<file path="src/rtl/hamming74_pkg.sv">
// rtl/hamming74_pkg.sv - shared Hamming(7,4) codeword layout, frame constants and tx state encoding
// Purpose: single source of truth for bit positions and frame geometry used by
//          the serial Hamming(7,4) encoder and decoder.
// Contents: data/parity bit positions, FRAME_SLOTS, LAST_DATA_SLOT, tx_state_e.
package hamming74_pkg;

  // Codeword slot positions (cw[i] is transmitted in slot i).
  localparam int D0_POS = 0;
  localparam int D1_POS = 1;
  localparam int D2_POS = 2;
  localparam int D3_POS = 4;
  localparam int P0_POS = 3;  // d2 ^ d1 ^ d0
  localparam int P1_POS = 5;  // d3 ^ d1 ^ d0
  localparam int P2_POS = 6;  // d3 ^ d2 ^ d0

  // Seven codeword slots plus one gap slot: matches the decoder's 3-bit slot counter.
  localparam int FRAME_SLOTS    = 8;
  localparam int LAST_DATA_SLOT = 6;
  localparam int SLOT_W         = 3;

  typedef enum logic [1:0] {
    IDLE = 2'd0,
    SEND = 2'd1,
    GAP  = 2'd2
  } tx_state_e;

endpackage

</file>
<file path="src/rtl/hamming74_parity_gen.sv">
// rtl/hamming74_parity_gen.sv - combinational Hamming(7,4) codeword builder
// Purpose: maps a 4-bit nibble {d3,d2,d1,d0} onto the 7-bit codeword layout.
// Ports:
//   nibble   in  4  data nibble {d3,d2,d1,d0}
//   codeword out 7  codeword, bit i is sent in slot i
module hamming74_parity_gen
  import hamming74_pkg::*;
(
  input  logic [3:0] nibble,
  output logic [6:0] codeword
);

  always_comb begin
    codeword         = '0;
    codeword[D0_POS] = nibble[0];
    codeword[D1_POS] = nibble[1];
    codeword[D2_POS] = nibble[2];
    codeword[D3_POS] = nibble[3];
    codeword[P0_POS] = nibble[2] ^ nibble[1] ^ nibble[0];
    codeword[P1_POS] = nibble[3] ^ nibble[1] ^ nibble[0];
    codeword[P2_POS] = nibble[3] ^ nibble[2] ^ nibble[0];
  end

endmodule

</file>
<file path="src/rtl/hamming74_encoder_tx.sv">
// rtl/hamming74_encoder_tx.sv - serial Hamming(7,4) encoder/transmitter, 8-slot frames
// Purpose: accepts nibbles on a valid/ready handshake, sends each 7-bit codeword
//          LSB first one bit per enabled clock, followed by one gap slot.
// Ports:
//   clk         in   1  system clock, rising edge
//   rst_n       in   1  asynchronous active-low reset
//   ena         in   1  clock enable for frame advance and handshake
//   data_in     in   4  nibble {d3,d2,d1,d0}
//   data_valid  in   1  data_in is presented
//   data_ready  out  1  a nibble can be accepted this cycle
//   encode_out  out  1  serial codeword bit (IDLE_LEVEL when idle / in gap)
//   bit_valid   out  1  encode_out carries a codeword bit (slots 0-6)
//   frame_start out  1  slot 0 of a frame
//   busy        out  1  frame in progress or nibble pending
module hamming74_encoder_tx
  import hamming74_pkg::*;
#(
  parameter logic IDLE_LEVEL = 1'b0
) (
  input  logic       clk,
  input  logic       rst_n,
  input  logic       ena,
  input  logic [3:0] data_in,
  input  logic       data_valid,
  output logic       data_ready,
  output logic       encode_out,
  output logic       bit_valid,
  output logic       frame_start,
  output logic       busy
);

  tx_state_e          state_q, state_d;
  logic [SLOT_W-1:0]  slot_q, slot_d;
  logic [6:0]         cw_q, cw_d;
  logic               pend_full_q, pend_full_d;
  logic [3:0]         pend_q, pend_d;

  logic               accept;
  logic [3:0]         enc_src;
  logic [6:0]         enc_cw;

  // rst_n gates ready so it reads 0 while held in reset and 1 straight after.
  assign data_ready = rst_n & ~pend_full_q;
  assign accept     = ena & data_valid & data_ready;

  // The pending nibble has priority; otherwise a live nibble bypasses the buffer.
  // In IDLE the pending register is always empty, so this picks data_in there.
  assign enc_src = pend_full_q ? pend_q : data_in;

  hamming74_parity_gen u_parity_gen (
    .nibble   (enc_src),
    .codeword (enc_cw)
  );

  always_ff @(posedge clk or negedge rst_n) begin
    if (!rst_n) begin
      state_q     <= IDLE;
      slot_q      <= '0;
      cw_q        <= '0;
      pend_full_q <= 1'b0;
      pend_q      <= '0;
    end else begin
      state_q     <= state_d;
      slot_q      <= slot_d;
      cw_q        <= cw_d;
      pend_full_q <= pend_full_d;
      pend_q      <= pend_d;
    end
  end

  always_comb begin
    state_d     = state_q;
    slot_d      = slot_q;
    cw_d        = cw_q;
    pend_full_d = pend_full_q;
    pend_d      = pend_q;

    if (ena) begin
      case (state_q)
        IDLE: begin
          if (accept) begin
            cw_d    = enc_cw;
            slot_d  = '0;
            state_d = SEND;
          end
        end

        SEND: begin
          if (accept) begin
            pend_full_d = 1'b1;
            pend_d      = data_in;
          end
          // Stepping past the last data slot lands on the gap slot (7).
          slot_d = slot_q + 1'b1;
          if (slot_q == SLOT_W'(LAST_DATA_SLOT)) begin
            state_d = GAP;
          end
        end

        GAP: begin
          if (pend_full_q) begin
            // Load and refill in one cycle: the buffer is vacated here and
            // reoccupied only if a new nibble is accepted at the same edge.
            cw_d        = enc_cw;
            slot_d      = '0;
            state_d     = SEND;
            pend_full_d = accept;
            if (accept) begin
              pend_d = data_in;
            end
          end else if (accept) begin
            // Nibble arriving in the gap with nothing pending starts the next
            // frame directly instead of stranding in the buffer.
            cw_d    = enc_cw;
            slot_d  = '0;
            state_d = SEND;
          end else begin
            slot_d  = '0;
            state_d = IDLE;
          end
        end

        default: begin
          slot_d  = '0;
          state_d = IDLE;
        end
      endcase
    end
  end

  assign bit_valid   = (state_q == SEND);
  assign encode_out  = bit_valid ? cw_q[slot_q] : IDLE_LEVEL;
  assign frame_start = bit_valid & (slot_q == '0);
  assign busy        = (state_q != IDLE) | pend_full_q;

endmodule

</file>
<file path="config.mk">
export PLATFORM = sky130hd
export DESIGN_NAME = hamming74_encoder_tx
export DESIGN_NICKNAME = d
export VERILOG_FILES = /design/src/rtl/hamming74_pkg.sv /design/src/rtl/hamming74_parity_gen.sv /design/src/rtl/hamming74_encoder_tx.sv
export SDC_FILE = /design/constraint.sdc
export NUM_CORES = 1
export LEC_CHECK = 0
export BUFFER_PORTS_ARGS = -buffer_cell sky130_fd_sc_hd__buf_4
export CORE_ASPECT_RATIO = 0.6
export CORE_MARGIN = 2
export CORE_UTILIZATION = 30
export CTS_BUF_LIST = sky130_fd_sc_hd__clkbuf_2
export DETAILED_ROUTE_END_ITERATION = 6
export PLACE_DENSITY = 0.51
export SLEW_MARGIN = 15
export SYNTH_ARGS = -nofsm -noshare
export SYNTH_HDL_FRONTEND = slang
export SYNTH_SLANG_ARGS = --single-unit
</file>
<file path="constraint.sdc">
create_clock -name clk -period 2.3 [get_ports clk]
set_input_delay 0.46 -clock clk [delete_from_list [all_inputs] [get_ports clk]]
set_output_delay 0.46 -clock clk [all_outputs]
set_load 0.01 [all_outputs]
</file>
==> results_dict.tcl <==
set metrics [dict create \
    status "complete, no violations" \
    tightest_slew_ns 0.479 \
    critPathBufInv 1 \
    finalCriticalPeriod_ns 2.10 \
    antenna_found_initial 0 \
    synth_nets 103 \
    dp_hpwl_um 1720 \
    critPathMaxStageDelay_ns 0.52 \
    ir_worst_vdd_mv 0.344 \
    fp-row-count 17 \
    cp.required_ns 1.84 \
    drv_slew 0 \
    power_density_nw_per_um2 880 \
    ys_seq_area_share_pct 36.9 \
    first_global_vias 712 \
    cts_setup_buffers 0 \
    synth_edf_count 0 \
    port-buffer-count 12 \
    cp-start-kind "register" \
    rsz0062_at_grt "no" \
    clkLatencyLatePin_ns 0.31 \
    cts.clk_slew.worst_paths_ns 0.18 \
    synthDistinctLibCells 38 \
    globalRouteOverflowTotal 0 \
    dp_cells 142 \
    fin_nets 112 \
    vias_per_cell 4.86 \
    timing.setup.tns_ns 0 \
    fin_skew_ns 0.0165 \
    ctsHtreeMaxLevel 1 \
    worstSetupEndpointType "output port" \
    io_pins 13 \
    synth_warnings 0 \
    finalHoldViolCount 0 \
    drive_above_1_share_pct 30.0 \
    clockBufferDepth 2 \
    reg2reg_depth 3 \
    crit_slowest_cell "mux4_2" \
    dieWidth_um 84.0 \
    whs_endpoint "pend_q[3]$_DFFE_PN0P_" \
    totalWireLength_um 2150 \
    postSynthAreaPerCell_um2 12.5 \
    cp_top_family "multiplexers" \
    cts_tree "done" \
    syn_inst 92 \
    initial_core_util_pct 31.3 \
    syn_area_um2 1150 \
    clock-root-buffer "clkbuf_2" \
    async_flop_share_pct 100 \
    hold_class "input pin to register" \
    p_total_uw 1110 \
    route.detailed.drc 0 \
    grt_usage_pct 11.5 \
    path_cells "mux4_2 -> o211a_1 -> buf_4" \
    fillers 373 \
    path_max_fanout 6 \
    die_y_um 52.0 \
    slew_headroom_pct 68.1 \
    grt_max_degree 21 \
    ant_nets 0 \
    place_congestion 0.753 \
    r2r-end "cw_q[3]$_DFFE_PN0P_" \
    vias 714 \
    r2r-start "pend_full_q$_DFFE_PN0P_" \
    drv_cap 0 \
    hold_path_depth 2 \
    finalCritPeriodShare_pct 91.3 \
    drt_iter0_drc 46 \
    final_cells 147 \
    p_leak_uw 0.000618 \
    fmax_mhz 476 \
    wl_per_cell_um 14.6 \
    antenna_cells 0 \
    final_area_um2 1260 \
    critPathKind "register to output port" \
    cts_buffers 3 \
    core_um2 3680 \
    worstHoldStart "data_in[3]" \
    die_area_um2 4370 \
    first_pass_iters 4 \
    setup_violations 0 \
    arrival_ns 1.64 \
    grt_pass1_wl_um 3770 \
    cts_sinks 17 \
    syn2layout_area_growth_pct 9.55 \
    placed_cell_area_um2 1230 \
    regToRegSetupSlack_ns 0.60 \
    ys_ff_latch 17 \
    synth_ff_type "dfrtp_1" \
]
cell usage in the layout (no fill, tap or decap), types with 2 or more instances in the layout:
master / count
dfrtp_1: 17
o22a_1: 2
nor2b_1: 2
xnor3_1: 6
clkbuf_2: 3
inv_1: 5
o21ai_0: 5
nand3b_1: 3
nand2_1: 3
ha_1: 3
mux2_2: 6
mux2_4: 4
nand2b_1: 2
buf_4: 12
mux2i_1: 4
timing repair:
item | CTS | global route
hold buffers | 1 | 0
endpoints found under the hold margin | 17 | 0
resized for setup | 0 | 0
power breakdown:
| part | internal [uW] | leakage (uW) | switching (uW) |
|---|---|---|---|
| Combinational | 280 | 0.000392 | 161 |
| Clock | 39.4 | 0.0000164 | 97.9 |
| Sequential | 401 | 0.000209 | 131 |
synthesized netlist by cell type, drive strengths merged (2+ instances only):
library cell,n,area [um2]
o22a,2,17.5
o21ai,5,25.0
nand2b,2,12.5
dfrtp,17,425
inv,5,18.8
ha,3,37.5
a21oi,2,21.3
clkbuf,3,13.8
mux2i,4,40.0
xnor3,6,135
nand2,3,11.3
mux2,11,139
nand3b,3,22.5
nor2b,3,26.3
buf,6,55.1
and3,2,17.5
logic make-up after synthesis:
logic type                 count (synthesis)  synth area share [%]
and+or+nand+nor                           17                  10.2
adders and majority gates                  3                  3.26
xor gates and xnor gates                   6                  11.7
buffers and inverters                     14                  7.60
muxes                                     16                  17.5
AOI/OAI and AO/OA                         19                  12.8
DFF                                       17                  36.9
worst max-delay path by stage:
| stage | from | endpoint | slack [ns] | cells after the start |
|---|---|---|---|---|
| final | slot_q[0]$_DFFE_PN0P_ | encode_out | 0.20 | 3 |
| after global routing | slot_q[0]$_DFFE_PN0P_ | encode_out | 0.07 | 3 |
| after CTS | slot_q[0]$_DFFE_PN0P_ | encode_out | 0.16 | 3 |
| after detailed placement | slot_q[0]$_DFFE_PN0P_ | encode_out | 0.54 | 3 |
| after global placement | rst_n | cw_q[4]$_DFFE_PN0P_ | 0.56 | 4 |
| after floorplan | slot_q[0]$_DFFE_PN0P_ | encode_out | 0.69 | 2 |
final cells by class:
| class | instances | area (um2) | share of cell area, % |
|---|---|---|---|
| clock buffer | 3 | 15.0 | 1.19 |
| clock inverter | 1 | 5.00 | 0.396 |
| sequential | 17 | 425 | 33.7 |
| multi-input combinational | 61 | 639 | 50.6 |
| timing repair buffer | 13 | 100 | 7.93 |
| tap | 47 | 58.8 | 4.66 |
| inverter | 5 | 18.8 | 1.49 |
state kept, by name, indices dropped and copies added, names as in the netlist:
signal       count
pend_full_q      1
pend_q           4
state_q          2
slot_q           3
cw_q             7
stage by stage:
step | hold slack (ns) | setup WS [ns] | utilization, %
2_1_floorplan | 0.164 | 0.692 | -
4_1_cts | 0.374 | 0.162 | 34.3
5_1_grt | 0.353 | 0.0700 | 34.3
6_report | 0.391 | 0.200 | 34.3
3_3_place_gp | 0.352 | 0.560 | 33.5
3_5_place_dp | 0.353 | 0.538 | 33.5
metal layers:
layer	part of all wire, %	vias up	GRT usage, %	routed length [um]
met5	0	-	0	0
met4	0.70	0	3.23	15
met3	4.9	4	4.13	106
met2	39	15	14.8	832
met1	56	338	17.6	1200
li1	-	357	-	-
worst reg2reg max path, delay by kind of cell, from the launching register on:
family           cells  cell delay [ns]
flip-flops           1             0.68
multiplexers         1             0.37
AO/OA/AOI/OAI        1             0.33
AND/OR/NAND/NOR      1             0.22
Note: power is estimated with default switching activity, not from simulation.
